--- src/rtl/game_pkg.sv ---
// Shared types for the player input path: shoot FSM states, direction indices
// and the direction arbiter used by each player.
package game_pkg;

    typedef enum logic [1:0] {
        IDLE         = 2'd0,
        FIRE         = 2'd1,
        COOLDOWN     = 2'd2,
        WAIT_RELEASE = 2'd3
    } shoot_state_t;

    localparam int DIR_DOWN  = 0;
    localparam int DIR_UP    = 1;
    localparam int DIR_LEFT  = 2;
    localparam int DIR_RIGHT = 3;

    // Keeps the current direction while it is still held, so a second button
    // never steals the output mid-move; otherwise fixed up > down > left > right.
    function automatic logic [3:0] dir_arb(input logic [3:0] i_btn, input logic [3:0] i_cur);
        logic [3:0] w_res;
        w_res = 4'b0000;
        if ($countones(i_btn) <= 1)
            w_res = i_btn;
        else if ((i_btn & i_cur) != 4'b0000)
            w_res = i_cur;
        else if (i_btn[DIR_UP])
            w_res[DIR_UP] = 1'b1;
        else if (i_btn[DIR_DOWN])
            w_res[DIR_DOWN] = 1'b1;
        else if (i_btn[DIR_LEFT])
            w_res[DIR_LEFT] = 1'b1;
        else
            w_res[DIR_RIGHT] = 1'b1;
        return w_res;
    endfunction

endpackage

--- src/rtl/btn_debounce.sv ---
// One push-button channel: 2-FF synchroniser followed by a hold-time filter.
// stable_o follows the raw input 2 + DEBOUNCE_CYCLES edges after a clean edge.
module btn_debounce #(
    parameter int DEBOUNCE_CYCLES = 500_000,
    parameter int CNT_W           = 24
) (
    input  logic clk_i,
    input  logic reset_i,
    input  logic raw_i,
    output logic stable_o
);

    localparam logic [CNT_W-1:0] L_LAST = CNT_W'(DEBOUNCE_CYCLES - 1);

    logic             r_meta;
    logic             r_sync;
    logic             r_stable;
    logic [CNT_W-1:0] r_cnt;

    always_ff @(posedge clk_i or posedge reset_i) begin
        if (reset_i) begin
            r_meta   <= 1'b0;
            r_sync   <= 1'b0;
            r_stable <= 1'b0;
            r_cnt    <= '0;
        end else begin
            r_meta <= raw_i;
            r_sync <= r_meta;
            if (r_sync == r_stable) begin
                r_cnt <= '0;
            end else if (r_cnt == L_LAST) begin
                r_stable <= r_sync;
                r_cnt    <= '0;
            end else begin
                r_cnt <= r_cnt + CNT_W'(1);
            end
        end
    end

    assign stable_o = r_stable;

endmodule

--- src/rtl/player_input_cond.sv ---
// Debounces all ten player buttons, arbitrates each player's moves to one-hot
// and turns each shoot button into a fixed-width, rate-limited fire pulse.
module player_input_cond
    import game_pkg::*;
#(
    parameter int DEBOUNCE_CYCLES = 500_000,
    parameter int PULSE_CYCLES    = 4,
    parameter int COOLDOWN_CYCLES = 12_500_000,
    parameter int CNT_W           = 24
) (
    input  logic       clk_i,
    input  logic       reset_i,
    input  logic [3:0] p1_move_raw_i,
    input  logic       p1_shoot_raw_i,
    input  logic [3:0] p2_move_raw_i,
    input  logic       p2_shoot_raw_i,
    output logic [3:0] player_1_move_o,
    output logic       player_1_shoot_o,
    output logic [3:0] player_2_move_o,
    output logic       player_2_shoot_o
);

    localparam logic [CNT_W-1:0] L_PULSE_LAST = CNT_W'(PULSE_CYCLES - 1);
    localparam logic [CNT_W-1:0] L_COOL_LAST  = CNT_W'(COOLDOWN_CYCLES - 1);

    logic [3:0] w_move_raw [2];
    logic [1:0] w_shoot_raw;
    logic [3:0] w_dir      [2];
    logic [1:0] w_fire;

    assign w_move_raw[0] = p1_move_raw_i;
    assign w_move_raw[1] = p2_move_raw_i;
    assign w_shoot_raw   = {p2_shoot_raw_i, p1_shoot_raw_i};

    for (genvar p = 0; p < 2; p++) begin : g_player
        logic [3:0]       w_move_stable;
        logic             w_shoot_stable;
        logic [3:0]       r_dir;
        logic             r_fire;
        shoot_state_t     r_state;
        logic [CNT_W-1:0] r_cnt;

        for (genvar b = 0; b < 4; b++) begin : g_move_db
            btn_debounce #(
                .DEBOUNCE_CYCLES(DEBOUNCE_CYCLES),
                .CNT_W          (CNT_W)
            ) u_db (
                .clk_i   (clk_i),
                .reset_i (reset_i),
                .raw_i   (w_move_raw[p][b]),
                .stable_o(w_move_stable[b])
            );
        end

        btn_debounce #(
            .DEBOUNCE_CYCLES(DEBOUNCE_CYCLES),
            .CNT_W          (CNT_W)
        ) u_shoot_db (
            .clk_i   (clk_i),
            .reset_i (reset_i),
            .raw_i   (w_shoot_raw[p]),
            .stable_o(w_shoot_stable)
        );

        always_ff @(posedge clk_i or posedge reset_i) begin
            if (reset_i)
                r_dir <= 4'b0000;
            else
                r_dir <= dir_arb(w_move_stable, r_dir);
        end

        // A press seen in FIRE or COOLDOWN is dropped; only a fresh press from IDLE fires.
        always_ff @(posedge clk_i or posedge reset_i) begin
            if (reset_i) begin
                r_state <= IDLE;
                r_fire  <= 1'b0;
                r_cnt   <= '0;
            end else begin
                case (r_state)
                    IDLE: begin
                        if (w_shoot_stable) begin
                            r_state <= FIRE;
                            r_fire  <= 1'b1;
                            r_cnt   <= '0;
                        end
                    end
                    FIRE: begin
                        if (r_cnt == L_PULSE_LAST) begin
                            r_state <= COOLDOWN;
                            r_fire  <= 1'b0;
                            r_cnt   <= '0;
                        end else begin
                            r_cnt <= r_cnt + CNT_W'(1);
                        end
                    end
                    COOLDOWN: begin
                        if (r_cnt == L_COOL_LAST) begin
                            r_cnt   <= '0;
                            r_state <= w_shoot_stable ? WAIT_RELEASE : IDLE;
                        end else begin
                            r_cnt <= r_cnt + CNT_W'(1);
                        end
                    end
                    WAIT_RELEASE: begin
                        if (!w_shoot_stable)
                            r_state <= IDLE;
                    end
                    default: begin
                        r_state <= IDLE;
                        r_fire  <= 1'b0;
                        r_cnt   <= '0;
                    end
                endcase
            end
        end

        assign w_dir[p]  = r_dir;
        assign w_fire[p] = r_fire;
    end

    assign player_1_move_o  = w_dir[0];
    assign player_2_move_o  = w_dir[1];
    assign player_1_shoot_o = w_fire[0];
    assign player_2_shoot_o = w_fire[1];

endmodule
--- config.mk ---
export PLATFORM = sky130hd
export DESIGN_NAME = player_input_cond
export DESIGN_NICKNAME = d
export VERILOG_FILES = /design/src/rtl/game_pkg.sv /design/src/rtl/btn_debounce.sv /design/src/rtl/player_input_cond.sv
export SDC_FILE = /design/constraint.sdc
export NUM_CORES = 1
export LEC_CHECK = 0
export ABC_CLOCK_PERIOD_IN_PS = 29400
export BUFFER_PORTS_ARGS = -buffer_cell sky130_fd_sc_hd__buf_2
export CAP_MARGIN = 0
export CORE_ASPECT_RATIO = 0.75
export CORE_MARGIN = 2
export CORE_UTILIZATION = 50
export DETAILED_ROUTE_END_ITERATION = 10
export PLACE_DENSITY = 0.66
export SLEW_MARGIN = 20
export SYNTH_ARGS = -nofsm -noshare
export SYNTH_HDL_FRONTEND = slang
export SYNTH_SLANG_ARGS = --single-unit
--- constraint.sdc ---
create_clock -name clk_i -period 29.4 [get_ports clk_i]
set_clock_uncertainty 0.15 [all_clocks]
set_input_delay 7.35 -clock clk_i [delete_from_list [all_inputs] [get_ports clk_i]]
set_output_delay 7.35 -clock clk_i [all_outputs]
set_load 0.02 [all_outputs]
==> run summary <==
clk sink count = 332
Syn Std Cell Area = 0.0164 mm²
Reg area = 0.00831 mm²
Iteration-0 DRC Markers = 788
RR Startpoint = g_player[0].r_cnt[16]
Pins Over Slew Limit = 0
Routed wire per std cell = 14.0 µm
Critical R2R Capture = g_player[0].r_cnt[6]
insertion delay to the later sink of the worst-skew pair = 0.53 ns
Critical Path Max Stage Delay = 0.84 ns
grt total ovfl = 0
Die ar. = 0.0343 mm²
worst hold path type = reg2reg
# diodes = 0
DR vias = 11751
Reg power frac = 0.497
Final min period = 8.61 ns
Total GRT Usage = 0.185
Worst-path clk slew = 0.06 ns
worst-path maximum fanout = 137
share of cells above drive strength 1 = 0.0687
start point of the critical path = reset_i
number of global-route vias before repair = 11130
cell taking the most area after synthesis = dfrtp_1
Placed Cells = 2109
starting density of the core = 0.507
Final period util = 0.293
ys async rst share = 1.00
R2R Setup Slk = 26.42 ns
nets@finish = 1744
Syn Nets = 1739
top cell type's share of synthesized area = 0.506
num rows = 57
initial antenna violation count = 0
pin count of the biggest net entering global routing = 138
ys flop type = dfrtp_1
Top-Level Pins = 22
worst path arrival time = 8.99 ns
critical path type = in2async
Fin. Hold Viols = 0
# fillers = 2888
Cell Int Power = 0.732 mW
Setup TNS Final = 0 ns
first-pass GRT wire length = 53400 µm
Mapped Avg Cell Area = 9.66 µm²
Post-DRT Antenna Nets = 0
Top Metal Used = met4
unrepaired setup endpoints after global routing = false
Final setup violation count = 0
Psw = 0.206 mW
Seq cells post-synth = 332
r2r worst-path depth = 6
DRT Wirelength = 30500 µm
Multi-input gate area = 0.00766 mm²
Layout area overhead = 10.2%
routed metal-1 wirelength = 16100 µm
number of synthesized flops with an enable pin = 0
Worst Hold Path Cells = 0
clock root cell = clkbuf_16
Power Density = 51.9 mW/mm²
Worst slew margin = 0.305
Comb power frac = 0.024
total CTS buffers = 35
CP max stage cell = buf_4
chip width = 213 µm
leakage power = 7.28 nW
Port Buf Inserts = 21
status = finished clean
Pre-antenna DRT Iters = 5
cell-by-cell trace of the critical path = buf_2 > inv_8 > buf_4
Worst setup EP type = async pin
crit path to = g_player[1].g_move_db[3].u_db.r_cnt[10]
fin util = 0.559
maximum vdd ir drop = 0.0375 mV
CTS max path bufs = 3
sequential area share after synthesis = 0.506
met3 routed WL = 907 µm
synth cell count leaders = 332 x dfrtp_1, 284 x nor2_1, 184 x xnor2_1, 104 x nand2_1, 87 x nand3_1
Fmax = 116 MHz
crit path launch type = input port
Die Ht = 161 µm
switching portion of total power = 0.220
CTS tree = done
synthesized instance count = 1699
Req. time, crit path = 29.77 ns
Vias/cell = 5.41
max_cap viols = 0
CTS Hold Bufs = 0
dpl hpwl = 19600 µm
H-tree levels = 2
fin cells = 2173
number of setup buffers added after CTS = 0
Clock power frac = 0.480
unique cell type count in the Yosys netlist = 47
Ys Warns = 0
DRC = 0
CTS resizes = 0
Met2 Routed Length = 12900 µm
Worst-Margin Slew = 1.03 ns
Tot Pwr = 0.939 mW
routability cong. = 0.825
most common cell in the netlist = dfrtp_1
placeable core region = 0.0324 mm²
largest cells by area after synthesis = dfrtp_1 51%, xnor2_1 9.8%, nor2_1 6.5%
-- logic make-up after synthesis --
| kind of cell | after synthesis | share of synthesized area |
|---|---|---|
| and+or+nand+nor | 830 | 0.255 |
| DFF | 332 | 0.506 |
| xor gates and xnor gates | 258 | 0.138 |
| AOI/OAI and AO/OA | 119 | 0.0425 |
| buffers and inverters | 118 | 0.0274 |
| adders and majority gates | 28 | 0.0222 |
| muxes | 14 | 0.00930 |
-- layout make-up --
class / count / area share
tap: 442 / 0.0306
sequential: 332 / 0.459
inverter: 60 / 0.0129
clock buffer: 49 / 0.0569
multi-input combinational: 1249 / 0.423
clock inverter: 15 / 0.00913
timing repair buffer: 26 / 0.00788
-- layer usage --
layer | GRT usage | vias up
li1 | - | 5875
met1 | 0.284 | 5690
met2 | 0.273 | 140
met3 | 0.0297 | 46
met4 | 0.0445 | 0
met5 | 0 | -
-- registers in the layout, indices dropped and copies added, names as in the netlist, 2 cells and up --
signal,cells
g_player.u_shoot_db.r_sync,2
g_player.u_shoot_db.r_meta,2
g_player.g_move_db.u_db.r_sync,8
player_2_move_o,4
g_player.r_state,4
g_player.g_move_db.u_db.r_cnt,192
g_player.u_shoot_db.stable_o,2
g_player.u_shoot_db.r_cnt,48
g_player.g_move_db.u_db.r_meta,8
player_1_move_o,4
g_player.g_move_db.u_db.stable_o,8
g_player.r_cnt,48
-- cells in the final DEF (no fill, tap or decap), types with 10 or more instances in the layout --
cell type,instances
dfrtp_1,332
nor2_1,284
xnor2_1,184
nand2_1,104
nand3_1,87
nand4_1,74
xor2_1,74
nor3_1,70
nor4_1,68
a21oi_1,60
inv_1,59
clkbuf_16,36
and4_1,31
ha_1,26
o21ai_0,24
nor4b_1,22
buf_2,21
and3_1,19
or3_1,18
or2_2,17
and2_1,12
nor2b_1,11
mux2_2,10
-- through the flow --
stage          cell area [µm²]  setup slack, ns  hold slack [ns]
2_1_floorplan            16400            12.70            0.181
3_3_place_gp             16900            20.02            0.193
3_5_place_dp             16900            20.01            0.186
4_1_cts                  18100            20.57            0.206
5_1_grt                  18100            20.39            0.212
6_report                 18100            20.79            0.202
-- power groups by stage --
| stage | clock (mW) | sequential [mW] | combinational [mW] |
|---|---|---|---|
| after floorplan | 0 | 0.473 | 0.0177 |
| after global placement | 0 | 0.474 | 0.0229 |
| after detailed placement | 0 | 0.475 | 0.0232 |
| after CTS | 0.465 | 0.466 | 0.0234 |
| after global routing | 0.486 | 0.466 | 0.0264 |
| final | 0.450 | 0.466 | 0.0221 |
-- critical path, delay by kind of cell --
family / cells / cell delay [ns]
buffers and inverters: 3 / 1.57
-- how the worst min path moves through the flow --
stage                                         start                                    to  slack (ns)
2_1_floorplan  g_player[0].g_move_db[0].u_db.r_meta  g_player[0].g_move_db[0].u_db.r_sync        0.18
3_3_place_gp   g_player[0].g_move_db[2].u_db.r_meta  g_player[0].g_move_db[2].u_db.r_sync        0.19
3_5_place_dp   g_player[0].g_move_db[0].u_db.r_meta  g_player[0].g_move_db[0].u_db.r_sync        0.19
4_1_cts               g_player[1].u_shoot_db.r_meta         g_player[1].u_shoot_db.r_sync        0.21
5_1_grt               g_player[1].u_shoot_db.r_meta         g_player[1].u_shoot_db.r_sync        0.21
6_report              g_player[1].u_shoot_db.r_meta         g_player[1].u_shoot_db.r_sync        0.20
No activity file was read; power rests on OpenSTA's default activity.
